`config.mk`:
```
export PLATFORM = sky130hd
export DESIGN_NAME = sync_fifo_lvl
export DESIGN_NICKNAME = d
export VERILOG_FILES = /design/src/rtl/fifo_pkg.sv /design/src/rtl/fifo_mem.sv /design/src/rtl/sync_fifo_lvl.sv
export SDC_FILE = /design/constraint.sdc
export NUM_CORES = 1
export LEC_CHECK = 0
export CORE_MARGIN = 4
export CORE_UTILIZATION = 50
export CTS_CLUSTER_DIAMETER = 30
export DETAILED_ROUTE_END_ITERATION = 8
export PLACE_DENSITY = 0.69
export SYNTH_ARGS = -nofsm -noshare
export SYNTH_HDL_FRONTEND = slang
export SYNTH_SLANG_ARGS = --single-unit
```
`constraint.sdc`:
```
create_clock -name clk -period 10.04 [get_ports clk]
set_input_delay 2.008 -clock clk [delete_from_list [all_inputs] [get_ports clk]]
set_output_delay 2.008 -clock clk [all_outputs]
set_load 0.05 [all_outputs]
```
`src/rtl/fifo_pkg.sv`:
```
// -----------------------------------------------------------------------------
// fifo_pkg
// Types and helpers shared by the FIFO family (single-clock and async variants).
//   lvl_width  : width of the pointer and level counters for a given address width
//   thresh_ge  : almost-full style compare (level >= threshold)
//   thresh_le  : almost-empty style compare (level <= threshold)
//   fifo_flags_t : bundle of registered status flags driven to the FIFO ports
// -----------------------------------------------------------------------------
package fifo_pkg;

   // Pointers and level carry one extra bit so that 0 and DEPTH are distinct.
   function automatic int lvl_width(input int aw);
      return aw + 32'sd1;
   endfunction

   function automatic logic thresh_ge(input int lvl, input int th);
      return (lvl >= th);
   endfunction

   function automatic logic thresh_le(input int lvl, input int th);
      return (lvl <= th);
   endfunction

   typedef struct packed {
      logic wfull;
      logic rempty;
      logic walmost_full;
      logic ralmost_empty;
      logic overflow;
      logic underflow;
   } fifo_flags_t;

endpackage

```
`src/rtl/fifo_mem.sv`:
```
// -----------------------------------------------------------------------------
// fifo_mem
// Simple dual-port storage, DWIDTH x 2**AWIDTH, one write port and one
// registered read port. Contents are not reset; only the read register is.
// Ports:
//   clk, rstn      : clock, asynchronous active-low reset (read register only)
//   we/waddr/wdata : write port, captured on the rising edge
//   re/raddr       : read enable/address; rdata loads mem[raddr] when re=1
//   rdata          : registered read data, holds while re=0
// -----------------------------------------------------------------------------
module fifo_mem #(
   parameter int DWIDTH = 32,
   parameter int AWIDTH = 3
) (
   input  logic              clk,
   input  logic              rstn,
   input  logic              we,
   input  logic [AWIDTH-1:0] waddr,
   input  logic [DWIDTH-1:0] wdata,
   input  logic              re,
   input  logic [AWIDTH-1:0] raddr,
   output logic [DWIDTH-1:0] rdata
);

   localparam int DEPTH = 32'sd1 << AWIDTH;

   logic [DWIDTH-1:0] mem_r [DEPTH];
   logic [DWIDTH-1:0] rdata_r;

   // Write port: storage array, no reset so it maps onto RAM.
   always_ff @(posedge clk) begin
      if (we) begin
         mem_r[waddr] <= wdata;
      end
   end

   // Registered read port: holds its value unless a read is requested.
   always_ff @(posedge clk or negedge rstn) begin
      if (!rstn) begin
         rdata_r <= '0;
      end else if (re) begin
         rdata_r <= mem_r[raddr];
      end
   end

   assign rdata = rdata_r;

endmodule

```
`src/rtl/sync_fifo_lvl.sv`:
```
// -----------------------------------------------------------------------------
// sync_fifo_lvl
// Single-clock FIFO with level output, programmable almost-full/almost-empty
// thresholds, sticky overflow/underflow flags and a synchronous clear.
// Optional macro SYNC_FIFO_FWFT_EN selects first-word-fall-through reads:
// the head word is presented on rdata whenever rempty=0 and rden pops it.
// Without the macro, rdata is loaded one cycle after an accepted read.
// Ports:
//   clk, rstn       : clock, asynchronous active-low reset
//   clr             : synchronous clear of contents and error flags
//   wren, wdata     : write request and data
//   rden            : read/pop request
//   rdata           : read data (registered)
//   wfull, rempty   : full / nothing readable
//   walmost_full    : level >= AF_THRESH
//   ralmost_empty   : level <= AE_THRESH
//   level           : entries held, 0..DEPTH
//   overflow        : sticky, write attempted while full
//   underflow       : sticky, read attempted while empty
// All outputs come straight from registers.
// -----------------------------------------------------------------------------
module sync_fifo_lvl
   import fifo_pkg::*;
#(
   parameter int DWIDTH    = 32,
   parameter int AWIDTH    = 3,
   parameter int AF_THRESH = (32'sd1 << AWIDTH) - 32'sd2,
   parameter int AE_THRESH = 32'sd2
) (
   input  logic                         clk,
   input  logic                         rstn,
   input  logic                         clr,
   input  logic                         wren,
   input  logic [DWIDTH-1:0]            wdata,
   input  logic                         rden,
   output logic [DWIDTH-1:0]            rdata,
   output logic                         wfull,
   output logic                         rempty,
   output logic                         walmost_full,
   output logic                         ralmost_empty,
   output logic [lvl_width(AWIDTH)-1:0] level,
   output logic                         overflow,
   output logic                         underflow
);

   localparam int            LW        = lvl_width(AWIDTH);
   localparam int            DEPTH     = 32'sd1 << AWIDTH;
   localparam logic [LW-1:0] LVL_ONE   = LW'(1);
   localparam logic [LW-1:0] LVL_FULL  = LW'(DEPTH);
   localparam fifo_flags_t   FLAGS_RST = '{
      wfull:         1'b0,
      rempty:        1'b1,
      walmost_full:  thresh_ge(32'sd0, AF_THRESH),
      ralmost_empty: thresh_le(32'sd0, AE_THRESH),
      overflow:      1'b0,
      underflow:     1'b0
   };

   logic [LW-1:0] wptr_r, rptr_r, level_r;
   logic [LW-1:0] wptr_nxt_s, rptr_nxt_s, level_nxt_s;
   fifo_flags_t   flags_r, flags_nxt_s;
   logic          acc_wr_s, acc_rd_s, mem_re_s;
`ifdef SYNC_FIFO_FWFT_EN
   // valid_r marks that the read register holds the head word; level counts
   // it together with the words still in memory (mem_cnt_s).
   logic          valid_r, valid_nxt_s, load_s;
   logic [LW-1:0] mem_cnt_s;
`endif

   // Next-state for pointers, level and flags; clr overrides everything.
   always_comb begin
      acc_wr_s    = wren & ~flags_r.wfull & ~clr;
      acc_rd_s    = rden & ~flags_r.rempty & ~clr;
      wptr_nxt_s  = wptr_r;
      rptr_nxt_s  = rptr_r;
      level_nxt_s = level_r;
      flags_nxt_s = flags_r;
      mem_re_s    = 1'b0;
`ifdef SYNC_FIFO_FWFT_EN
      valid_nxt_s = valid_r;
      mem_cnt_s   = wptr_r - rptr_r;
      // Refill the read register when it is empty or being popped, using only
      // words already committed to memory before this edge.
      load_s      = (~valid_r | acc_rd_s) & (mem_cnt_s != '0) & ~clr;
`endif
      if (clr) begin
         wptr_nxt_s  = '0;
         rptr_nxt_s  = '0;
         level_nxt_s = '0;
         flags_nxt_s = FLAGS_RST;
`ifdef SYNC_FIFO_FWFT_EN
         valid_nxt_s = 1'b0;
`endif
      end else begin
         if (acc_wr_s) begin
            wptr_nxt_s = wptr_r + LVL_ONE;
         end else begin
            wptr_nxt_s = wptr_r;
         end
`ifdef SYNC_FIFO_FWFT_EN
         if (load_s) begin
            mem_re_s    = 1'b1;
            rptr_nxt_s  = rptr_r + LVL_ONE;
            valid_nxt_s = 1'b1;
         end else if (acc_rd_s) begin
            valid_nxt_s = 1'b0;
         end else begin
            valid_nxt_s = valid_r;
         end
`else
         if (acc_rd_s) begin
            mem_re_s   = 1'b1;
            rptr_nxt_s = rptr_r + LVL_ONE;
         end else begin
            rptr_nxt_s = rptr_r;
         end
`endif
         case ({acc_wr_s, acc_rd_s})
            2'b10:   level_nxt_s = level_r + LVL_ONE;
            2'b01:   level_nxt_s = level_r - LVL_ONE;
            default: level_nxt_s = level_r;
         endcase
         flags_nxt_s.wfull         = (level_nxt_s == LVL_FULL);
         flags_nxt_s.walmost_full  = thresh_ge(int'(level_nxt_s), AF_THRESH);
         flags_nxt_s.ralmost_empty = thresh_le(int'(level_nxt_s), AE_THRESH);
         // A same-cycle read never makes room for a write into a full FIFO,
         // and a same-cycle write never satisfies a read from an empty one.
         flags_nxt_s.overflow      = flags_r.overflow  | (wren & flags_r.wfull);
         flags_nxt_s.underflow     = flags_r.underflow | (rden & flags_r.rempty);
`ifdef SYNC_FIFO_FWFT_EN
         flags_nxt_s.rempty        = ~valid_nxt_s;
`else
         flags_nxt_s.rempty        = (level_nxt_s == '0);
`endif
      end
   end

   // State registers.
   always_ff @(posedge clk or negedge rstn) begin
      if (!rstn) begin
         wptr_r  <= '0;
         rptr_r  <= '0;
         level_r <= '0;
         flags_r <= FLAGS_RST;
`ifdef SYNC_FIFO_FWFT_EN
         valid_r <= 1'b0;
`endif
      end else begin
         wptr_r  <= wptr_nxt_s;
         rptr_r  <= rptr_nxt_s;
         level_r <= level_nxt_s;
         flags_r <= flags_nxt_s;
`ifdef SYNC_FIFO_FWFT_EN
         valid_r <= valid_nxt_s;
`endif
      end
   end

   fifo_mem #(
      .DWIDTH (DWIDTH),
      .AWIDTH (AWIDTH)
   ) u_mem (
      .clk   (clk),
      .rstn  (rstn),
      .we    (acc_wr_s),
      .waddr (wptr_r[AWIDTH-1:0]),
      .wdata (wdata),
      .re    (mem_re_s),
      .raddr (rptr_r[AWIDTH-1:0]),
      .rdata (rdata)
   );

   assign level         = level_r;
   assign wfull         = flags_r.wfull;
   assign rempty        = flags_r.rempty;
   assign walmost_full  = flags_r.walmost_full;
   assign ralmost_empty = flags_r.ralmost_empty;
   assign overflow      = flags_r.overflow;
   assign underflow     = flags_r.underflow;

endmodule

```
==> impl_metrics.json, run 1 <==
{
  "tightest_slew_ns": 1.25,
  "peakVddDrop_uv": 126,
  "drtIter0Drc": 260,
  "die_height_um": 160,
  "p_leak_nw": 4.68,
  "routed_wl_mm": 21.6,
  "max-slew-margin-rel_pct": 16.3,
  "root_buffer": "clkbuf_16",
  "numCtsBuffers": 47,
  "grt_max_degree": 67,
  "critPathBufInv": 2,
  "clockBufferDepth": 3,
  "grt_overflow": 0,
  "cpMostUsedCell": "ha_1",
  "multi_input_area_um2": 2610,
  "synthTopCellsByArea": "edfxtp_1 (66%), mux4_2 (12%), dfrtp_1 (9.9%), mux2i_1 (2.9%), nor2_1 (1.7%)",
  "power_frac_seq_pct": 41.7,
  "antenna-diode-count": 0,
  "yosysUniqueCellTypes": 35,
  "p_per_area_nw_per_um2": 253,
  "crit_fanout": 66,
  "dr.pass1.iters": 4,
  "wire_per_inst_um": 21.7,
  "gp_congestion": 0.743,
  "setup_viol": 0,
  "cts_hold_buf": 0,
  "die-area_um2": 25700,
  "areaGrowthSynthToFinish_pct": 23.1,
  "pin_count": 79,
  "port_buffers": 78,
  "clk_pin_slew_ns": 0.05,
  "cp-end-kind": "register",
  "dpl_cell_area_um2": 12700,
  "drive_gt1_share_pct": 23.3,
  "via_count": 5494,
  "start_util_pct": 51.0,
  "path_class": "primary input to register",
  "synth.yosys.seq_area_share_pct": 76.8,
  "tns_ns": 0,
  "status": "complete, no violations",
  "slew_viol_final": 0,
  "slowest_stage": "clkdlybuf4s50_1",
  "grt_pass1_vias": 6023,
  "drtAntennaViolNets": 0,
  "num_rows": 55,
  "crit_chain": "clkdlybuf4s50_1, nor2_4, buf_4, ha_1, xor2_1, ha_1, a21oi_1, mux2_4, or3b_1, a41oi_1",
  "insertion_delay_ns": 0.53,
  "dp_hpwl_mm": 12.2,
  "skew_ns": 0.0168,
  "tritoncts": "yes",
  "yosys.area.top_type": "edfxtp_1",
  "cts.sinks": 304,
  "nets": 715,
  "fin_area_um2": 14300,
  "combPwrFrac_pct": 14.9,
  "slowest_delay_ns": 0.77,
  "ys.flop_type": "edfxtp_1",
  "p_int_mw": 2.66,
  "synth_top_area_share_pct": 66.4,
  "max_freq_mhz": 199,
  "min_period_ns": 5.02,
  "h-tree-depth": 2,
  "swShare_pct": 26.2,
  "remaining_drc_errors": 0,
  "avgSynthCellArea_um2": 20.4,
  "synthesis.nets": 611,
  "cp.arrival_ns": 5.44,
  "cp_data_required_time_ns": 10.46,
  "drv_cap": 0,
  "synth_enable_flop_cells": 256,
  "clkPwrFrac_pct": 43.4,
  "rsz0062_at_grt": "no",
  "grt.total_usage_pct": 17.2,
  "final_hold_viol_count": 0,
  "syn-instance-count": 569,
  "seqCellArea_um2": 8900,
  "antenna_found_initial": 0,
  "grt_pass1_wl_mm": 34.1,
  "hold_path_class": "register to register",
  "p_switching_mw": 0.947,
  "fillers": 1546,
  "async_reset_ff_share_pct": 15.8,
  "coreArea_um2": 22700,
  "post-cts-setup-buffers": 0,
  "chipWidth_um": 160,
  "fin_crit_sh_pct": 50.0,
  "ys_ff_latch": 304,
  "viasPerCell": 5.51,
  "synth_warnings": 0,
  "crit_family": "buffers and inverters",
  "cp-start-kind": "primary input",
  "ctsResizeCount": 0,
  "synth_area_um2": 11600
}
## per-stage QoR
step | std cells | hold slack [ns] | setup slack (ns) | utilization (%) | total power, mW
floorplan | 569 | 0.550 | 4.61 | - | 1.87
global placement | 909 | 0.480 | 4.69 | 55.9 | 2.06
detailed placement | 909 | 0.501 | 4.52 | 55.9 | 2.07
CTS | 997 | 0.513 | 5.05 | 62.8 | 3.64
global route | 997 | 0.548 | 4.82 | 62.8 | 3.74
finish | 997 | 0.501 | 5.02 | 62.8 | 3.61
## synth_stat cells (2+ instances only)
| cell type | number |
|---|---|
| nor2b_1 | 3 |
| xnor2_1 | 3 |
| nand2b_1 | 5 |
| mux2i_1 | 34 |
| edfxtp_1 | 256 |
| a31oi_1 | 2 |
| nand2_1 | 8 |
| nor2_1 | 52 |
| a21oi_1 | 37 |
| dfrtp_1 | 46 |
| dfstp_2 | 2 |
| clkbuf_1 | 14 |
| buf_1 | 2 |
| mux4_2 | 64 |
| buf_2 | 7 |
| nor3_1 | 2 |
| ha_1 | 5 |
| buf_4 | 5 |
| a41o_2 | 2 |
| xor2_1 | 5 |
## routing by layer
metal  track usage (%)  wire length [µm]  up-vias
li1                  -                 -     2502
met4              5.36               262        0
met1              22.0              8860     2830
met5                 0                 0        -
met3              4.10              1150       24
met2              29.6             11300      138
## final timing paths
kind | startpoint | to | slack, ns | cells past startpoint
worst max register to register | rempty | walmost_full | 6.84 | 10
worst max-delay path | clr | walmost_full | 5.02 | 10
max in group asynchronous | rstn | rptr_r[0] | 7.94 | 2
worst min-delay path | overflow | overflow | 0.50 | 2
min in group asynchronous | rstn | overflow | 1.60 | 2
worst min register to register | overflow | overflow | 0.50 | 2
## layout make-up
type	count	area share [%]
multi-input cells	236	18.3
clock inverters	30	2.04
clock buffers	58	8.97
well taps	285	2.50
flip-flops and latches	304	62.4
repair buffers	84	5.76
## kinds of logic after synthesis
kind of cell | synth area share (%)
DFF | 76.8
buffers and inverters | 1.24
AOI/OAI and AO/OA | 2.40
adders and majority gates | 0.540
and+or+nand+nor | 2.95
muxes | 15.5
xor gates and xnor gates | 0.605
## sequential cells by signal, summed over array words and instances, names as in the netlist, 3 cells and up
signal	flops
wptr_r	3
rptr_r	3
level	4
u_mem.rdata	32
u_mem.mem_r	256
## worst register-to-register path, stage by stage, from the launching register on
cell and delay [ns]:
dfstp_2 0.38, nand2b_1 0.19, nor2_4 0.09, buf_4 0.57
ha_1 0.41, xor2_1 0.10, ha_1 0.20, a21oi_1 0.18
mux2_4 0.35, or3b_1 0.41, a41oi_1 0.21
## power by group through the flow
stage	Combinational (mW)	Sequential [mW]	Clock (mW)
2_1_floorplan	0.149	1.73	0
3_3_place_gp	0.535	1.52	0
3_5_place_dp	0.544	1.53	0
4_1_cts	0.546	1.51	1.59
5_1_grt	0.569	1.51	1.66
6_report	0.539	1.50	1.56
## cell usage in the layout (no fill, tap or decap), types with 8 or more instances in the layout
master | synthesis | routed
mux2i_1 | 34 | 34
clkbuf_16 | 0 | 48
dfrtp_1 | 46 | 43
mux4_2 | 64 | 64
clkdlybuf4s50_1 | 0 | 77
nand2_1 | 8 | 8
nor2_1 | 52 | 45
a21oi_1 | 37 | 37
edfxtp_1 | 256 | 256
clkinv_1 | 0 | 8
Note: power is estimated with default switching activity, not from simulation.
==> run 2, diff against run 1 <==
--- a/config.mk
+++ b/config.mk
@@ -9,7 +9,7 @@
 export CORE_UTILIZATION = 50
 export CTS_CLUSTER_DIAMETER = 30
 export DETAILED_ROUTE_END_ITERATION = 8
-export PLACE_DENSITY = 0.69
+export PLACE_DENSITY = 0.72
 export SYNTH_ARGS = -nofsm -noshare
 export SYNTH_HDL_FRONTEND = slang
 export SYNTH_SLANG_ARGS = --single-unit
==> constraint.sdc (replaced) <==
create_clock -name clk -period 4.1 [get_ports clk]
set_input_delay 0.82 -clock clk [delete_from_list [all_inputs] [get_ports clk]]
set_output_delay 0.82 -clock clk [all_outputs]
set_load 0.05 [all_outputs]
==> run 2 against run 1 <==
Sequential share of layout area down 1.1 points. Sequential cell count did not move. Total power increased to 2.5 times the previous value. Highest routed layer unchanged. Non-clock buffer count rose by 9. Sequential power grew 140%. Utilization increased by 1.1 points.
==> impl_metrics.json, run 2 (synthesis gave the netlist of run 1 again) <==
{
  "status": "complete, no violations",
  "grt_pass1_wl_mm": 35.9,
  "setup_viol": 0,
  "tns_ns": 0,
  "gp_congestion": 0.752,
  "pin_count": 79,
  "slowest_delay_ns": 0.57,
  "chipWidth_um": 160,
  "areaGrowthSynthToFinish_pct": 25.3,
  "h-tree-depth": 2,
  "root_buffer": "clkbuf_16",
  "min_period_ns": 3.04,
  "start_util_pct": 51.0,
  "layout_commonest_cell": "edfxtp_1",
  "ctsResizeCount": 0,
  "drtIter0Drc": 431,
  "setup_slack_ns": 1.06,
  "cp-start-kind": "primary input",
  "dp_hpwl_mm": 12.5,
  "grt_pass1_vias": 6314,
  "nets": 726,
  "drive_gt1_share_pct": 26.1,
  "grt_max_degree": 65,
  "cp.arrival_ns": 3.48,
  "slew_viol_final": 0,
  "hold_path_class": "primary input to async pin",
  "grt_overflow": 0,
  "largest_register_ffs": 256,
  "worst_hold_slack_ns": 0.317,
  "viasPerCell": 5.57,
  "antenna-diode-count": 0,
  "crit_fanout": 7,
  "total_power_mw": 9.13,
  "port_buffers": 78,
  "cts.sinks": 304,
  "grt.total_usage_pct": 17.9,
  "regToRegSetupSlack_ns": 1.39,
  "fin_crit_sh_pct": 74.2,
  "max-slew-margin-rel_pct": 22.2,
  "antenna_found_initial": 0,
  "dr.pass1.iters": 4,
  "p_leak_nw": 4.81,
  "cp_data_required_time_ns": 4.54,
  "p_per_area_nw_per_um2": 629,
  "clockBufferDepth": 3,
  "final_hold_viol_count": 0,
  "num_rows": 55,
  "skew_ns": 0.0126,
  "die_height_um": 160,
  "dpl_cell_area_um2": 12800,
  "fin_area_um2": 14500,
  "coreArea_um2": 22700,
  "slowest_stage": "clkdlybuf4s50_1",
  "remaining_drc_errors": 0,
  "crit_chain": "clkdlybuf4s50_1, nand2b_1, ha_1, xor2_1, ha_1, a21oi_1, mux2_4, or3b_1, a41oi_1",
  "die-area_um2": 25700,
  "via_count": 5616,
  "routed_wl_mm": 22.2,
  "cp-end-kind": "register",
  "insertion_delay_ns": 0.54,
  "max_freq_mhz": 329,
  "rsz0062_at_grt": "no",
  "clk_pin_slew_ns": 0.05,
  "cpMostUsedCell": "ha_1",
  "layout_common_cells": "edfxtp_1 (256), clkdlybuf4s50_1 (77), mux4_2 (64)",
  "numCtsBuffers": 49,
  "regMostFlops": "u_mem.mem_r",
  "drtAntennaViolNets": 0,
  "wire_per_inst_um": 22.0,
  "drv_cap": 0,
  "post-cts-setup-buffers": 0,
  "cts_hold_buf": 0,
  "tightest_slew_ns": 1.17,
  "path_class": "primary input to register",
  "tritoncts": "yes",
  "pre_cts_ws_ns": 0.518,
  "peakVddDrop_uv": 400
}
[run 2: per-stage QoR]
stage | util (%) | std cells
after CTS | 63.9 | 1009
after detailed placement | 56.5 | 918
after global routing | 63.9 | 1009
after global placement | 56.5 | 918
final | 63.9 | 1009
after floorplan | - | 569
[run 2: final timing paths]
kind / startpoint / endpoint / cells past startpoint
worst min-delay path: rstn / level[1] / 1
worst min register to register: underflow / underflow / 2
min in group clk: underflow / underflow / 2
max in group asynchronous: rstn / rptr_r[0] / 2
worst max register to register: rempty / walmost_full / 9
worst max-delay path: clr / walmost_full / 9
[run 2: cell type report]
cell class / count / area (µm²)
Fill cell: 1495 / 8190
Clock buffer: 51 / 1230
Tap cell: 285 / 357
Clock inverter: 40 / 460
Timing Repair Buffer: 93 / 951
Multi-Input combinational cell: 236 / 2620
Sequential cell: 304 / 8900
[run 2: where the power goes]
group          internal (mW)  switching, mW  total [mW]
Combinational          0.486          0.842        1.33
Sequential              3.55          0.121        3.67
Clock                   2.59           1.54        4.12
[run 2: per-layer routing]
metal | vias up | share of wire (%) | global-route usage [%]
met4 | 0 | 1.6 | 4.81
met3 | 29 | 6.9 | 3.82
met2 | 189 | 52 | 31.3
met5 | - | 0 | 0
met1 | 2861 | 39 | 23.0
li1 | 2537 | - | -
[run 2: worst max-delay path: cells and delay by family]
| family | cells | cell delay (ns) |
|---|---|---|
| xor gates and xnor gates | 1 | 0.20 |
| buffers and inverters | 1 | 0.57 |
| adders and majority gates | 2 | 0.49 |
| and+or+nand+nor | 2 | 0.65 |
| muxes | 1 | 0.35 |
| AOI/OAI and AO/OA | 2 | 0.40 |
